--- src/rtl/uart_pkg.sv ---
// Shared UART definitions: receiver/transmitter state encoding and the oversample rate.
package uart_pkg;

  localparam int OS_RATE = 16;

  typedef enum logic [2:0] {
    IDLE      = 3'd0,
    START     = 3'd1,
    DATA      = 3'd2,
    PARITY    = 3'd3,
    STOP      = 3'd4,
    WAIT_HIGH = 3'd5
  } uart_state_e;

endpackage

--- src/rtl/uart_rx_if.sv ---
// Serial line plus received-data/status pulses of the UART receiver.
interface uart_rx_if #(parameter int NBIT_DATA_LEN = 8);
  logic                     rx;
  logic [NBIT_DATA_LEN-1:0] rx_data_out;
  logic                     rx_done_tick;
  logic                     frame_err_tick;
  logic                     parity_err_tick;

  modport master (output rx, input rx_data_out, rx_done_tick, frame_err_tick, parity_err_tick);
  modport slave  (input rx, output rx_data_out, rx_done_tick, frame_err_tick, parity_err_tick);
endinterface

--- src/rtl/uart_baud_gen.sv ---
// Free-running oversample tick generator: one-clk s_tick every CLK_DIV clk cycles.
module uart_baud_gen #(
  parameter int CLK_DIV = 163
) (
  input  logic clk,
  input  logic reset_n,
  output logic s_tick
);
  localparam int CW = (CLK_DIV > 1) ? $clog2(CLK_DIV) : 1;

  logic [CW-1:0] cnt;

  always_ff @(posedge clk or negedge reset_n) begin
    if (!reset_n) begin
      cnt    <= '0;
      s_tick <= 1'b0;
    end else if (cnt == CW'(CLK_DIV - 1)) begin
      cnt    <= '0;
      s_tick <= 1'b1;
    end else begin
      cnt    <= cnt + 1'b1;
      s_tick <= 1'b0;
    end
  end
endmodule

--- src/rtl/uart_rx.sv ---
// UART receiver, 16x oversampled, LSB first. Define UART_RX_PARITY_EN for an even-parity bit.
//
// state     | meaning
// IDLE      | line idle, waiting for a falling edge
// START     | qualifying the start bit at its midpoint
// DATA      | sampling data bits at mid-bit
// PARITY    | sampling the parity bit (parity builds only)
// STOP      | sampling the stop bit, reporting the frame
// WAIT_HIGH | low stop bit seen, waiting out a break
module uart_rx
  import uart_pkg::*;
#(
  parameter int NBIT_DATA_LEN = 8,
  parameter int SB_TICK       = 16,
  parameter int CLK_DIV       = 163
) (
  input logic       clk,
  input logic       reset_n,
  uart_rx_if.slave  bus
);
  localparam int SW = $clog2((SB_TICK > OS_RATE) ? SB_TICK : OS_RATE);
  localparam int NW = $clog2(NBIT_DATA_LEN + 1);

  uart_state_e              state, state_n;
  logic [SW-1:0]            s_cnt, s_cnt_n;
  logic [NW-1:0]            n_cnt, n_cnt_n;
  logic [NBIT_DATA_LEN-1:0] b_reg, b_n;
  logic                     rx_s1, rx_s;
  logic                     s_tick;
  logic                     done_n, ferr_n, perr_n;
  logic                     par_err;

  uart_baud_gen #(.CLK_DIV(CLK_DIV)) u_baud_gen (
    .clk     (clk),
    .reset_n (reset_n),
    .s_tick  (s_tick)
  );

  always_ff @(posedge clk or negedge reset_n) begin
    if (!reset_n) begin
      rx_s1 <= 1'b1;
      rx_s  <= 1'b1;
    end else begin
      rx_s1 <= bus.rx;
      rx_s  <= rx_s1;
    end
  end

`ifdef UART_RX_PARITY_EN
  // Even parity: data bits plus parity bit must XOR to zero.
  always_ff @(posedge clk or negedge reset_n) begin
    if (!reset_n)
      par_err <= 1'b0;
    else if (state == PARITY && s_tick && s_cnt == SW'(OS_RATE - 1))
      par_err <= (^b_reg) ^ rx_s;
  end
`else
  assign par_err = 1'b0;
`endif

  always_ff @(posedge clk or negedge reset_n) begin
    if (!reset_n) begin
      state                <= IDLE;
      s_cnt                <= '0;
      n_cnt                <= '0;
      b_reg                <= '0;
      bus.rx_data_out      <= '0;
      bus.rx_done_tick     <= 1'b0;
      bus.frame_err_tick   <= 1'b0;
      bus.parity_err_tick  <= 1'b0;
    end else begin
      state                <= state_n;
      s_cnt                <= s_cnt_n;
      n_cnt                <= n_cnt_n;
      b_reg                <= b_n;
      bus.rx_done_tick     <= done_n;
      bus.frame_err_tick   <= ferr_n;
      bus.parity_err_tick  <= perr_n;
      if (done_n)
        bus.rx_data_out <= b_reg;
    end
  end

  always_comb begin
    state_n = state;
    s_cnt_n = s_cnt;
    n_cnt_n = n_cnt;
    b_n     = b_reg;
    done_n  = 1'b0;
    ferr_n  = 1'b0;
    perr_n  = 1'b0;
    case (state)
      IDLE: begin
        if (!rx_s) begin
          s_cnt_n = '0;
          state_n = START;
        end
      end
      START: begin
        if (s_tick) begin
          if (s_cnt == SW'(7)) begin
            s_cnt_n = '0;
            n_cnt_n = '0;
            state_n = rx_s ? IDLE : DATA;
          end else begin
            s_cnt_n = s_cnt + 1'b1;
          end
        end
      end
      DATA: begin
        if (s_tick) begin
          if (s_cnt == SW'(OS_RATE - 1)) begin
            s_cnt_n = '0;
            b_n     = {rx_s, b_reg[NBIT_DATA_LEN-1:1]};
            if (n_cnt == NW'(NBIT_DATA_LEN - 1)) begin
`ifdef UART_RX_PARITY_EN
              state_n = PARITY;
`else
              state_n = STOP;
`endif
            end else begin
              n_cnt_n = n_cnt + 1'b1;
            end
          end else begin
            s_cnt_n = s_cnt + 1'b1;
          end
        end
      end
`ifdef UART_RX_PARITY_EN
      PARITY: begin
        if (s_tick) begin
          if (s_cnt == SW'(OS_RATE - 1)) begin
            s_cnt_n = '0;
            state_n = STOP;
          end else begin
            s_cnt_n = s_cnt + 1'b1;
          end
        end
      end
`endif
      STOP: begin
        if (s_tick) begin
          if (s_cnt == SW'(SB_TICK - 1)) begin
            s_cnt_n = '0;
            if (rx_s) begin
              done_n  = !par_err;
              perr_n  = par_err;
              state_n = IDLE;
            end else begin
              ferr_n  = 1'b1;
              state_n = WAIT_HIGH;
            end
          end else begin
            s_cnt_n = s_cnt + 1'b1;
          end
        end
      end
      WAIT_HIGH: begin
        if (rx_s)
          state_n = IDLE;
      end
      default: state_n = IDLE;
    endcase
  end
endmodule
--- src/flat_wrapper.sv ---
// flat-port wrapper written by rule: the top's interface ports become plain ports
module uart_rx_flat import uart_pkg::*;
#(
  parameter int NBIT_DATA_LEN = 8,
  parameter int SB_TICK       = 16,
  parameter int CLK_DIV       = 163
)
  (clk, reset_n, bus_rx, bus_rx_data_out, bus_rx_done_tick, bus_frame_err_tick, bus_parity_err_tick);
  uart_rx_if #(.NBIT_DATA_LEN(NBIT_DATA_LEN)) bus_i ();
  input logic clk;
  input logic reset_n;
  input wire logic [$bits(bus_i.rx)-1:0] bus_rx;
  output wire logic [$bits(bus_i.rx_data_out)-1:0] bus_rx_data_out;
  output wire logic [$bits(bus_i.rx_done_tick)-1:0] bus_rx_done_tick;
  output wire logic [$bits(bus_i.frame_err_tick)-1:0] bus_frame_err_tick;
  output wire logic [$bits(bus_i.parity_err_tick)-1:0] bus_parity_err_tick;
  assign bus_i.rx = bus_rx;
  assign bus_rx_data_out = bus_i.rx_data_out;
  assign bus_rx_done_tick = bus_i.rx_done_tick;
  assign bus_frame_err_tick = bus_i.frame_err_tick;
  assign bus_parity_err_tick = bus_i.parity_err_tick;
  uart_rx #(.NBIT_DATA_LEN(NBIT_DATA_LEN), .SB_TICK(SB_TICK), .CLK_DIV(CLK_DIV)) u_core (.clk(clk), .reset_n(reset_n), .bus(bus_i));
endmodule
--- config.mk ---
export PLATFORM = sky130hd
export DESIGN_NAME = uart_rx_flat
export DESIGN_NICKNAME = d
export VERILOG_FILES = /design/src/rtl/uart_pkg.sv /design/src/rtl/uart_rx_if.sv /design/src/rtl/uart_baud_gen.sv /design/src/rtl/uart_rx.sv /design/src/flat_wrapper.sv
export SDC_FILE = /design/constraint.sdc
export NUM_CORES = 1
export LEC_CHECK = 0
export BUFFER_PORTS_ARGS = -buffer_cell sky130_fd_sc_hd__buf_2
export CAP_MARGIN = 5
export CORE_MARGIN = 2
export CORE_UTILIZATION = 45
export DETAILED_ROUTE_END_ITERATION = 7
export SYNTH_ARGS = -nofsm -noshare
export SYNTH_HDL_FRONTEND = slang
export SYNTH_HIERARCHICAL = 1
export SYNTH_SLANG_ARGS = --single-unit
--- constraint.sdc ---
create_clock -name clk -period 2.2 [get_ports clk]
set_clock_uncertainty 0.1 [all_clocks]
set_input_delay 0.33 -clock clk [delete_from_list [all_inputs] [get_ports clk]]
set_output_delay 0.33 -clock clk [all_outputs]
set_load 0.01 [all_outputs]
Word-level counts from Yosys, hierarchy flattened
Index checks and enable logic that the tools add are counted.
- eq/ne operators: 19
- add/sub/neg operators: 3
- muxes and demuxes: 34
- reduce and logical (&&, ||, !) cells: 8
- operator list (cell ; number):
    2-to-1 mux 4 bit ; 10
    2-to-1 mux 3 bit ; 10
    case mux 3 bit (5 select lines) ; 1
    != test 2 x 1 -> 1 bit (second input constant) ; 6
    case mux 4 bit (3 select lines) ; 1
    != test 2 bit (second input constant) ; 5
    2-to-1 mux 1 bit ; 9
    AND reduction 9 bit ; 1
    adder 4 x 1 -> 4 bit (second input constant) ; 2
    adder 8 x 1 -> 8 bit (second input constant) ; 1
    equality test 4 x 3 -> 1 bit (second input constant) ; 2
    equality test 8 bit (second input constant) ; 1
    2-to-1 mux 8 bit ; 1
    case mux 4 bit (2 select lines) ; 1
    equality test 3 bit (second input constant) ; 2
    AND reduction 6 bit ; 1
    equality test 4 bit (second input constant) ; 1
    AND reduction 4 bit ; 1
    equality test 3 x 1 -> 1 bit (second input constant) ; 1
    equality test 3 x 2 -> 1 bit (second input constant) ; 1
    logical NOT 3 bit ; 1
    AND reduction 3 bit ; 1
    nonzero test 3 bit ; 1
    2-to-1 mux 2 bit ; 1
    other kinds (2) ; 2
- register bits: 40
- output and inout port bits: 11
- bits of input ports: 3

Longest topological paths before layout
Gate-level depths: netlist of run 1.
- depth in word-level cells: 5
- depth in mapped cells: 5
- depth with buffers taken out: 5

Modules after synthesis
Netlist of run 1, hierarchy kept.
- by module, submodules not included (module ; area an instance (µm²) ; instances ; sequential area each (µm²) ; cells each):
    uart_rx ; 1580.3 ; 1 ; 778.2 ; 130
    uart_baud_gen ; 431.7 ; 1 ; 225.2 ; 38

Worst setup path after synthesis of run 1
OpenSTA, ideal clock, no wires.
- kind: reg2reg
- start: register u_core.s_cnt[0]
- end: register u_core.bus.rx_data_out[0]
- cell stages (with the launch flop): 6
- setup slack: 0.478 ns
- arrival time: 1.495 ns
- library setup time: 0.128 ns
- cells stage by stage: dfrtp_1 ha_1 and4_1 and3_1 nand2_2 mux2_1
- longest elaborated chain between the ends: 4
- RTL lines (what ; RTL line ; text):
    from (decl) ; uart_rx.sv:25 ; logic [SW-1:0] s_cnt, s_cnt_n;
    from (signal assigned) ; uart_rx.sv:73 ; s_cnt <= s_cnt_n;
    equality test 4 bit ; uart_rx.sv:143 ; if (s_cnt == SW'(SB_TICK - 1)) begin
    2-to-1 mux 1 bit ; uart_rx.sv:143 ;
    2-to-1 mux 1 bit ; uart_rx.sv:142 ; if (s_tick) begin
    2-to-1 mux 1 bit ; uart_rx.sv:92 ; case (state)
    to (signal assigned) ; uart_rx.sv:80 ; bus.rx_data_out <= b_reg;
    to (decl) ; uart_rx_if.sv:10 ; modport slave (input rx, output rx_data_out, rx_done_tick, frame_err_tick, parity_err_tick);
Every way passes these cells.
A chain may end at the register's enable or synchronous reset.

Final worst setup path of run 1
- start: register u_core.s_cnt[0]
- end: register u_core.bus.rx_data_out[4]
The elaborated chain is that of the path after synthesis.

==> summary.md, run 1 <==
| Metric | Value |
|---|---|
| Status | `complete, no violations` |
| Final Hold Viols | `0` |
| Via Count | `1299` |
| Drt drc | `0` |
| R2R depth | `5` |
| Vias in the first global route | `1344` |
| Post-layout min period | `1900 ps` |
| Critical Path RT | `2260 ps` |
| Min-Delay Path Class | `input port to flop` |
| Iter 0 DRT Violations | `85` |
| Buffers on Ports | `12` |
| Post-Synthesis Cells | `168` |
| Register area share after synthesis | `0.499` |
| Max Freq | `0.527 GHz` |
| Die area | `5020 um^2` |
| Post-synthesis net count | `between 150 and 200` |
| Cell area after synthesis | `about 2000 um^2` |
| RR Endpoint | `u_core/bus.rx_data_out[4]` |
| # setup viols final | `0` |
| DIE HEIGHT | `70.9 um` |
| I/O pin total | `14` |
| CTS H-tree depth | `2` |
| Max cap viols | `0` |
| Synth warnings | `6` |
| Starting Density | `0.465` |
| Critical Path Sink Type | `flop` |
| Final #Nets | `192` |
| Number of fill cells | `397` |
| CP Class | `flop to flop` |
| Die W | `just over 70 um` |
| Worst Hold Path EP | `u_core/rx_s1` |
| Main synth FF type | `dfrtp_1` |
| GRT Overall Usage | `0.156` |
| Setup Fix Bufs, Post-CTS | `0` |
| Initial antenna violation count | `0` |
| Critical path startpoint category | `flop` |
| DR WL/cell | `14.2 um` |
| Worst reg2reg setup slack | `300 ps` |
| Hold WS | `43.2 ps` |
| CTS root buf | `clkbuf_8` |
| Pre-CTS setup slack | `between 300 and 400 ps` |
| Commonest cells post-synth | `dfrtp_1 (38), mux2_1 (17), nand2_1 (9), nor2_1 (8)` |
| Cts hold-fix bufs | `1` |
| HPWL after DPL | `roughly 2500 um` |
| Post-synth EDFFs | `0` |
| Syn_area_per_cell | `12.0 um^2` |
| HP Start | `bus_rx` |
| Clock slew at reported path FFs | `70 ps` |
| Period utilization | `0.862` |
| Reg2reg start | `u_core/s_cnt[0]` |
| Worst-skew pair later-pin latency | `280 ps` |
| Share of layout cells above drive strength 1 | `0.199` |
| CTS max path bufs | `2` |
| Worst setup margin | `303 ps` |
| Final antenna-violating net count | `0` |
| Count leader, synth | `dfrtp_1` |
| Area added between synthesis and finish | `9.27%` |
| Largest area contributor in the netlist | `dfrtp_1` |
| Fraction of registers with async set/reset | `1.00` |
| Core Region | `4320 um^2` |
| Pin count of the biggest net entering global routing | `23` |
| First-pass GRT wire length | `~6000 um` |
| Final Util | `0.508` |
| DR pass1 iterations | `4` |
| CP arrival | `1960 ps` |
| Critical Path Fanout Max | `9` |
| Unrepaired setup endpoints after global routing | `no` |
| Hold depth | `1` |
| Synthesized flop and latch total | `40` |
| Ranking of synthesized cells by area | `dfrtp_1 (47%), mux2_1 (9.5%), xnor2_1 (3.0%), dfstp_2 (2.6%), ha_1 (2.5%)` |
| CTS buffer count | `5` |
| Row cnt | `24` |
| Max rail drop VDD | `around 0.33 mV` |
| Via/cell ratio | `~5.5` |
| Pleak | `1.09 nW` |
| # diodes | `0` |
| GP Congestion | `~0.83` |
| Top cell type's share of synthesized area | `0.473` |
| P per Cell Area | `553 nW/um^2` |
| Slew margin rel. | `0.658` |
| Setup_tns | `0 ps` |
| Synth unique cells | `55` |
| CTS sink cnt | `40` |
| Final Slew Violations | `0` |
| Resized cells post-CTS | `0` |
| CTS tree | `built` |
| Final wirelength | `around 3400 um` |
| GR Overflow Total | `0` |
| Worst Max-Slew Pin Slew | `513 ps` |
-- power breakdown --
part	switching, mW	internal [mW]	total [mW]
combinational	0.0165	0.00589	0.0224
clock	0.229	0.222	0.452
sequential	0.00235	0.739	0.741
-- critical path, stage by stage, from the launching register on --
cell     delay (ps)
dfrtp_1         410
ha_1            300
and4_1          230
and3_1          180
nand2_2         200
mux2_1          350
-- layer usage --
layer / GRT usage / routed length (um) / vias to the layer above
li1: - / - / 640
met1: 0.191 / 1520 / 635
met2: 0.255 / 1710 / 19
met3: 0.0442 / 99 / 5
met4: 0.0734 / 46 / 0
met5: 0 / 0 / -
-- placed cells by master, fill, tap and decap left out, drive strengths merged, types with 2 or more instances in the layout --
cell,n
or3,2
nand4,2
dfstp,2
mux2i,3
nor2b,5
xnor2,7
o21ai,7
nand3b,3
and3,2
a22o,2
nor2,10
clkbuf,7
o2bb2ai,2
a21oi,3
nand3,5
buf,15
nand2,10
a32oi,2
inv,8
nor3b,2
or4,2
ha,4
nand2b,2
mux2,17
o211ai,3
dfrtp,38
-- metrics by stage --
stage	std cells	instance area, um^2	power (mW)
finish	238	2200	1.21
global route	238	2200	1.28
CTS	238	2200	1.24
detailed placement	229	2110	0.778
global placement	229	2110	0.777
floorplan	168	2010	0.759
-- area by class of cell --
type / instances / area [um^2] / area share
flip-flops and latches: 40 / 1000 / 0.456
clock buffers: 7 / 76.3 / 0.0347
inverters: 8 / 30.0 / 0.0137
multi-input cells: 114 / 926 / 0.421
well taps: 52 / 65.1 / 0.0296
clock inverters: 1 / 5.00 / 0.00228
repair buffers: 16 / 92.6 / 0.0421
-- how the worst max path moves through the flow --
stage / slack [ps] / startpoint / end / depth (start not counted)
3_5_place_dp: 320 / u_core/s_cnt[0] / u_core/bus.rx_data_out[3] / 5
5_1_grt: 200 / u_core/state[0] / u_core/n_cnt[3] / 4
2_1_floorplan: 480 / u_core/s_cnt[0] / u_core/bus.rx_data_out[0] / 5
4_1_cts: 300 / u_core/s_cnt[0] / u_core/bus.rx_data_out[3] / 5
3_3_place_gp: 370 / u_core/s_cnt[0] / u_core/bus.rx_data_out[5] / 5
6_report: 300 / u_core/s_cnt[0] / u_core/bus.rx_data_out[4] / 5
-- logic make-up after synthesis --
logic type	synth area share
compound gates	0.111
xor+xnor	0.0348
fa+ha+maj	0.0249
buf+inv	0.0410
flops	0.499
mux	0.110
other cells	0.00186
simple gates	0.177
(Power assumes the default switching activity.)
==> run 2: changes to the inputs <==
Settings changed: GPL_TIMING_DRIVEN from default to 0.
==> run 2 against run 1 <==
- global-route usage about the same
- critical endpoint is now u_core/bus.rx_data_out[5]
- hold slack worse by 7.1 ps
- clock power up 31%
- power up 11%
- largest power group unchanged
- non-clock buffer count up 2
- setup slack better by 8.2 ps
- routed wire length up 0.62%
==> summary.md, run 2 (synthesis gave the netlist of run 1 again) <==
| Metric | Value |
|---|---|
| Die W | `70.9 um` |
| CP arrival | `1960 ps` |
| Die area | `5020 um^2` |
| Max rail drop VDD | `0.440 mV` |
| Cts hold-fix bufs | `0` |
| Multi-input logic area | `926 um^2` |
| CTS max path bufs | `2` |
| Max Freq | `0.530 GHz` |
| GRT Overall Usage | `0.156` |
| Final Util | `0.520` |
| CP Class | `flop to flop` |
| Drt drc | `0` |
| # setup viols final | `0` |
| Placed Area | `2140 um^2` |
| Final #Nets | `between 150 and 200` |
| Slew margin rel. | `0.419` |
| CTS sink cnt | `40` |
| Min-Delay Path Class | `input port to async pin` |
| I/O pin total | `14` |
| Critical Path RT | `2270 ps` |
| Register area | `1000 um^2` |
| Final Hold Viols | `0` |
| CTS root buf | `clkbuf_8` |
| GR Overflow Total | `0` |
| Worst Max-Slew Pin Slew | `871 ps` |
| HPWL after DPL | `2380 um` |
| Period utilization | `0.858` |
| P per Cell Area | `between 600 and 700 nW/um^2` |
| DR WL/cell | `14.2 um` |
| Setup_tns | `0 ps` |
| Dpl cells | `232` |
| DIE HEIGHT | `70.9 um` |
| DR pass1 iterations | `4` |
| # diodes | `0` |
| First-pass GRT wire length | `6170 um` |
| Non-Filler Instances | `240` |
| Post-layout min period | `1890 ps` |
| Row cnt | `24` |
| Starting Density | `0.465` |
| Hold WS | `36.1 ps` |
| Pleak | `1.11 nW` |
| Setup Fix Bufs, Post-CTS | `0` |
| Most frequent cells in the layout | `dfrtp_1 (38), mux2_1 (17), buf_2 (12)` |
| Resized cells post-CTS | `0` |
| Status | `complete, no violations` |
| Number of fill cells | `417` |
| Vias in the first global route | `1399` |
| CTS buffer count | `5` |
| Post-route cell area | `2250 um^2` |
| Final wirelength | `3400 um` |
| Area added between synthesis and finish | `11.8%` |
| Via/cell ratio | `5.58` |
| Core Region | `4320 um^2` |
| CTS tree | `built` |
| Final Slew Violations | `0` |
| GP Congestion | `between 0.9 and 1` |
| Via Count | `1338` |
| Worst-skew pair later-pin latency | `just under 300 ps` |
| Max cap viols | `0` |
| Initial antenna violation count | `0` |
| Share of layout cells above drive strength 1 | `0.218` |
| Commonest non-fill, non-tap cell in the layout | `dfrtp_1` |
| CTS H-tree depth | `2` |
| Critical path startpoint category | `flop` |
| Critical Path Sink Type | `flop` |
| Clock slew at reported path FFs | `about 80 ps` |
| Unrepaired setup endpoints after global routing | `no` |
| Buffers on Ports | `12` |
| Critical Path Fanout Max | `9` |
| Pin count of the biggest net entering global routing | `41` |
| Iter 0 DRT Violations | `168` |
| Final antenna-violating net count | `0` |
[run 2: changes by cell type in the layout (fill, tap and decap cells not counted), sizes merged]
cell,delta
clkinvlp,+1
clkbuf,-1
buf,+2
dlygate4sd3,-1
bufinv,+1
[run 2: worst paths after layout]
path | startpoint | to | slack (ps) | depth (start not counted)
max reg2reg | u_core/s_cnt[0] | u_core/bus.rx_data_out[5] | 310 | 5
max in group asynchronous | reset_n | u_core/u_baud_gen/cnt[3] | 1400 | 1
min reg2reg | u_core/rx_s1 | u_core/rx_s | 260 | 0
min in group clk | bus_rx | u_core/rx_s1 | 40 | 1
min | reset_n | u_core/n_cnt[2] | 40 | 1
max | u_core/s_cnt[0] | u_core/bus.rx_data_out[5] | 310 | 5
[run 2: cell type report]
type                       instances  share of cell area
clock inverter                     3              0.0189
multi-input combinational        114               0.412
tap                               52              0.0289
inverter                           8              0.0134
clock buffer                       5              0.0306
sequential                        40               0.446
buffer                             6              0.0234
timing repair buffer              12              0.0267
[run 2: routing by layer]
layer  routed length (um)  GRT usage
met1                 1530      0.191
met2                 1680      0.260
met3                  136     0.0313
met4                   57     0.0860
met5                    0          0
[run 2: report_power, final]
| group | switching, mW | leakage (nW) | internal [mW] |
|---|---|---|---|
| Sequential | 0.000442 | 0.532 | 0.738 |
| Clock | 0.255 | 0.0541 | 0.335 |
| Combinational | 0.0177 | 0.522 | 0.00394 |
[run 2: critical path, stage by stage (launching register included)]
cell and delay (ps):
dfrtp_1 410, ha_1 290, and4_1 240, and3_1 190, nand2_2 190, mux2_1 350
[run 2: through the flow]
step	setup WS (ps)	power [mW]
6_report	311	1.35
5_1_grt	212	1.41
4_1_cts	296	1.37
3_5_place_dp	315	0.776
3_3_place_gp	328	0.775
2_1_floorplan	478	0.759
==> run 3: changes to the inputs <==
Settings changed: BUFFER_PORTS_ARGS -buffer_cell sky130_fd_sc_hd__buf_2 to default, DONT_BUFFER_PORTS from default to 1, SYNTH_HIERARCHICAL 1 to default.
Clock period 2.2 ns to 2.41 ns, I/O delays scaled along.
==> run 3 against run 2 <==
- cell area is 6.1% lower
- area after synthesis is 4.2% lower
- setup slack worse by 34 ps
- count of clock-buffer cells in the layout stayed put
- register-to-register slack worse by 30 ps
- highest routed layer unchanged
==> summary.md, run 3 <==
| Metric | Value |
|---|---|
| Status | `complete, no violations` |
| Hold WS | `around 260 ps` |
| First-pass GRT wire length | `roughly 5800 um` |
| Ranking of synthesized cells by area | `dfrtp_1 (49%), mux2_2 (9.3%), o21ai_0 (2.9%), dfstp_2 (2.7%), nand2_1 (2.7%)` |
| Clock slew at reported path FFs | `roughly 80 ps` |
| GR Overflow Total | `0` |
| # diodes | `0` |
| Final antenna-violating net count | `0` |
| Commonest cells post-synth | `dfrtp_1 (38), mux2_2 (16), nand2_1 (14), o21ai_0 (11), nor2_1 (9)` |
| Worst reg2reg setup slack | `280 ps` |
| CTS tree | `built` |
| Post-Synthesis Cells | `166` |
| Min-Delay Path Class | `flop to flop` |
| Unrepaired setup endpoints after global routing | `no` |
| HP Start | `u_core.rx_s1` |
| Worst-skew pair later-pin latency | `290 ps` |
| GRT Overall Usage | `0.151` |
| Core Region | `~4100 um^2` |
| Total power | `1.12 mW` |
| P per Cell Area | `532 nW/um^2` |
| Vias in the first global route | `1177` |
| Hold depth | `0` |
| Setup_tns | `0 ps` |
| Post-layout min period | `2130 ps` |
| Largest area contributor in the netlist | `dfrtp_1` |
| DIE HEIGHT | `69.5 um` |
| CTS sink cnt | `40` |
| Initial antenna violation count | `0` |
| Count leader, synth | `dfrtp_1` |
| Synth warnings | `0` |
| Buffers on Ports | `0` |
| CP Class | `flop to flop` |
| Setup Fix Bufs, Post-CTS | `0` |
| Commonest non-fill, non-tap cell in the layout | `dfrtp_1` |
| Via/cell ratio | `5.37` |
| Post-synth EDFFs | `0` |
| HPWL after DPL | `2220 um` |
| Final #Nets | `183` |
| Critical Path Sink Type | `flop` |
| Main synth FF type | `dfrtp_1` |
| DR pass1 iterations | `4` |
| Top cell type's share of synthesized area | `0.493` |
| Post-synthesis net count | `173` |
| Critical Path Fanout Max | `3` |
| Starting Density | `0.475` |
| Iter 0 DRT Violations | `48` |
| Worst Hold Path EP | `u_core.rx_s` |
| DR WL/cell | `approximately 14 um` |
| Critical Path RT | `about 2500 ps` |
| Final wirelength | `3250 um` |
| # setup viols final | `0` |
| Synthesized flop and latch total | `40` |
| RR Endpoint | `u_core.state[1]` |
| Reg2reg start | `u_core.s_cnt[0]` |
| CTS buffer count | `5` |
| Max cap viols | `0` |
| Synth unique cells | `just under 50` |
| I/O pin total | `14` |
| GP Congestion | `0.971` |
| Area added between synthesis and finish | `9.54%` |
| Pin count of the biggest net entering global routing | `41` |
| Via Count | `approximately 1200` |
| Final Hold Viols | `0` |
| CP arrival | `roughly 2200 ps` |
| R2R depth | `6` |
| Resized cells post-CTS | `0` |
| CTS max path bufs | `2` |
| Worst Max-Slew Pin Slew | `766 ps` |
| Final Slew Violations | `0` |
| Fraction of registers with async set/reset | `1.00` |
| Drt drc | `0` |
| Final Util | `0.521` |
| Number of fill cells | `around 360` |
| Register area share after synthesis | `0.520` |
| Syn_area_per_cell | `11.6 um^2` |
| Pleak | `just over 1 nW` |
| Cell area after synthesis | `1930 um^2` |
| Max rail drop VDD | `between 0.3 and 0.4 mV` |
| Most frequent cells in the layout | `dfrtp_1 (38), mux2_2 (16), nand2_1 (14)` |
| Max Freq | `0.469 GHz` |
| Row cnt | `23` |
| CTS root buf | `clkbuf_8` |
| Share of layout cells above drive strength 1 | `0.250` |
| Critical path startpoint category | `flop` |
| Die W | `between 60 and 70 um` |
| CTS H-tree depth | `2` |
| Slew margin rel. | `0.485` |
| Period utilization | `0.885` |
| Die area | `4820 um^2` |
[run 3: report_power, final]
part / total [mW] / internal (mW) / switching (mW)
clock: 0.424 / 0.196 / 0.228
sequential: 0.674 / 0.674 / 0.000550
combinational: 0.0258 / 0.00918 / 0.0167
total: 1.12 / 0.879 / 0.245
[run 3: cell type report]
cell class	count	area, um^2	share of cell area
sequential	40	1000	0.475
multi-input combinational	114	836	0.396
buffer	7	70.1	0.0332
clock buffer	5	68.8	0.0326
tap	50	62.6	0.0296
timing repair buffer	3	40.0	0.0190
inverter	5	18.8	0.00889
clock inverter	2	12.5	0.00592
[run 3: stage by stage]
step                      std cells  instance area (um^2)  setup slack (ps)
after floorplan                 166                  1930               407
after global placement          216                  1990               298
after detailed placement        216                  1990               275
after CTS                       226                  2110               262
after global routing            226                  2110               142
final                           226                  2110               278
[run 3: how the worst max path moves through the flow]
stage                         start              end  slack, ps
floorplan           u_core.s_cnt[0]  u_core.state[0]        410
global placement    u_core.s_cnt[0]  u_core.state[2]        300
detailed placement  u_core.s_cnt[0]  u_core.state[1]        280
CTS                 u_core.s_cnt[0]  u_core.state[1]        260
global route        u_core.s_cnt[0]  u_core.state[0]        140
finish              u_core.s_cnt[0]  u_core.state[1]        280
[run 3: timing repair]
item / CTS / global route
hold buffers: 3 / 0
endpoints found under the hold margin: 41 / 0
endpoints found under the setup margin: 0 / 0
[run 3: cell families (layout without fill, tap and decap cells)]
group,Yosys count,after routing,synth area share
buffers and inverters,12,22,0.0461
AND/OR/NAND/NOR,54,54,0.161
XOR/XNOR,6,6,0.0273
flip-flops,40,40,0.520
AO/OA/AOI/OAI,28,28,0.0902
other,1,1,0.00194
adder cells (fa/ha/maj),4,4,0.0260
multiplexers,21,21,0.127
[run 3: worst max-delay path, stage by stage, from the launching register on]
cell	delay (ps)
dfrtp_1	390
ha_1	200
and3_2	220
nand2_1	110
a221o_1	340
or3_4	370
mux2_4	310
[run 3: per-layer routing]
| layer | vias to the layer above | track usage | wire length [um] |
|---|---|---|---|
| met2 | 22 | 0.217 | 1510 |
| met5 | - | 0 | 0 |
| met3 | 5 | 0.0509 | 147 |
| met4 | 0 | 0.0545 | 46 |
| met1 | 591 | 0.213 | 1540 |
| li1 | 595 | - | - |
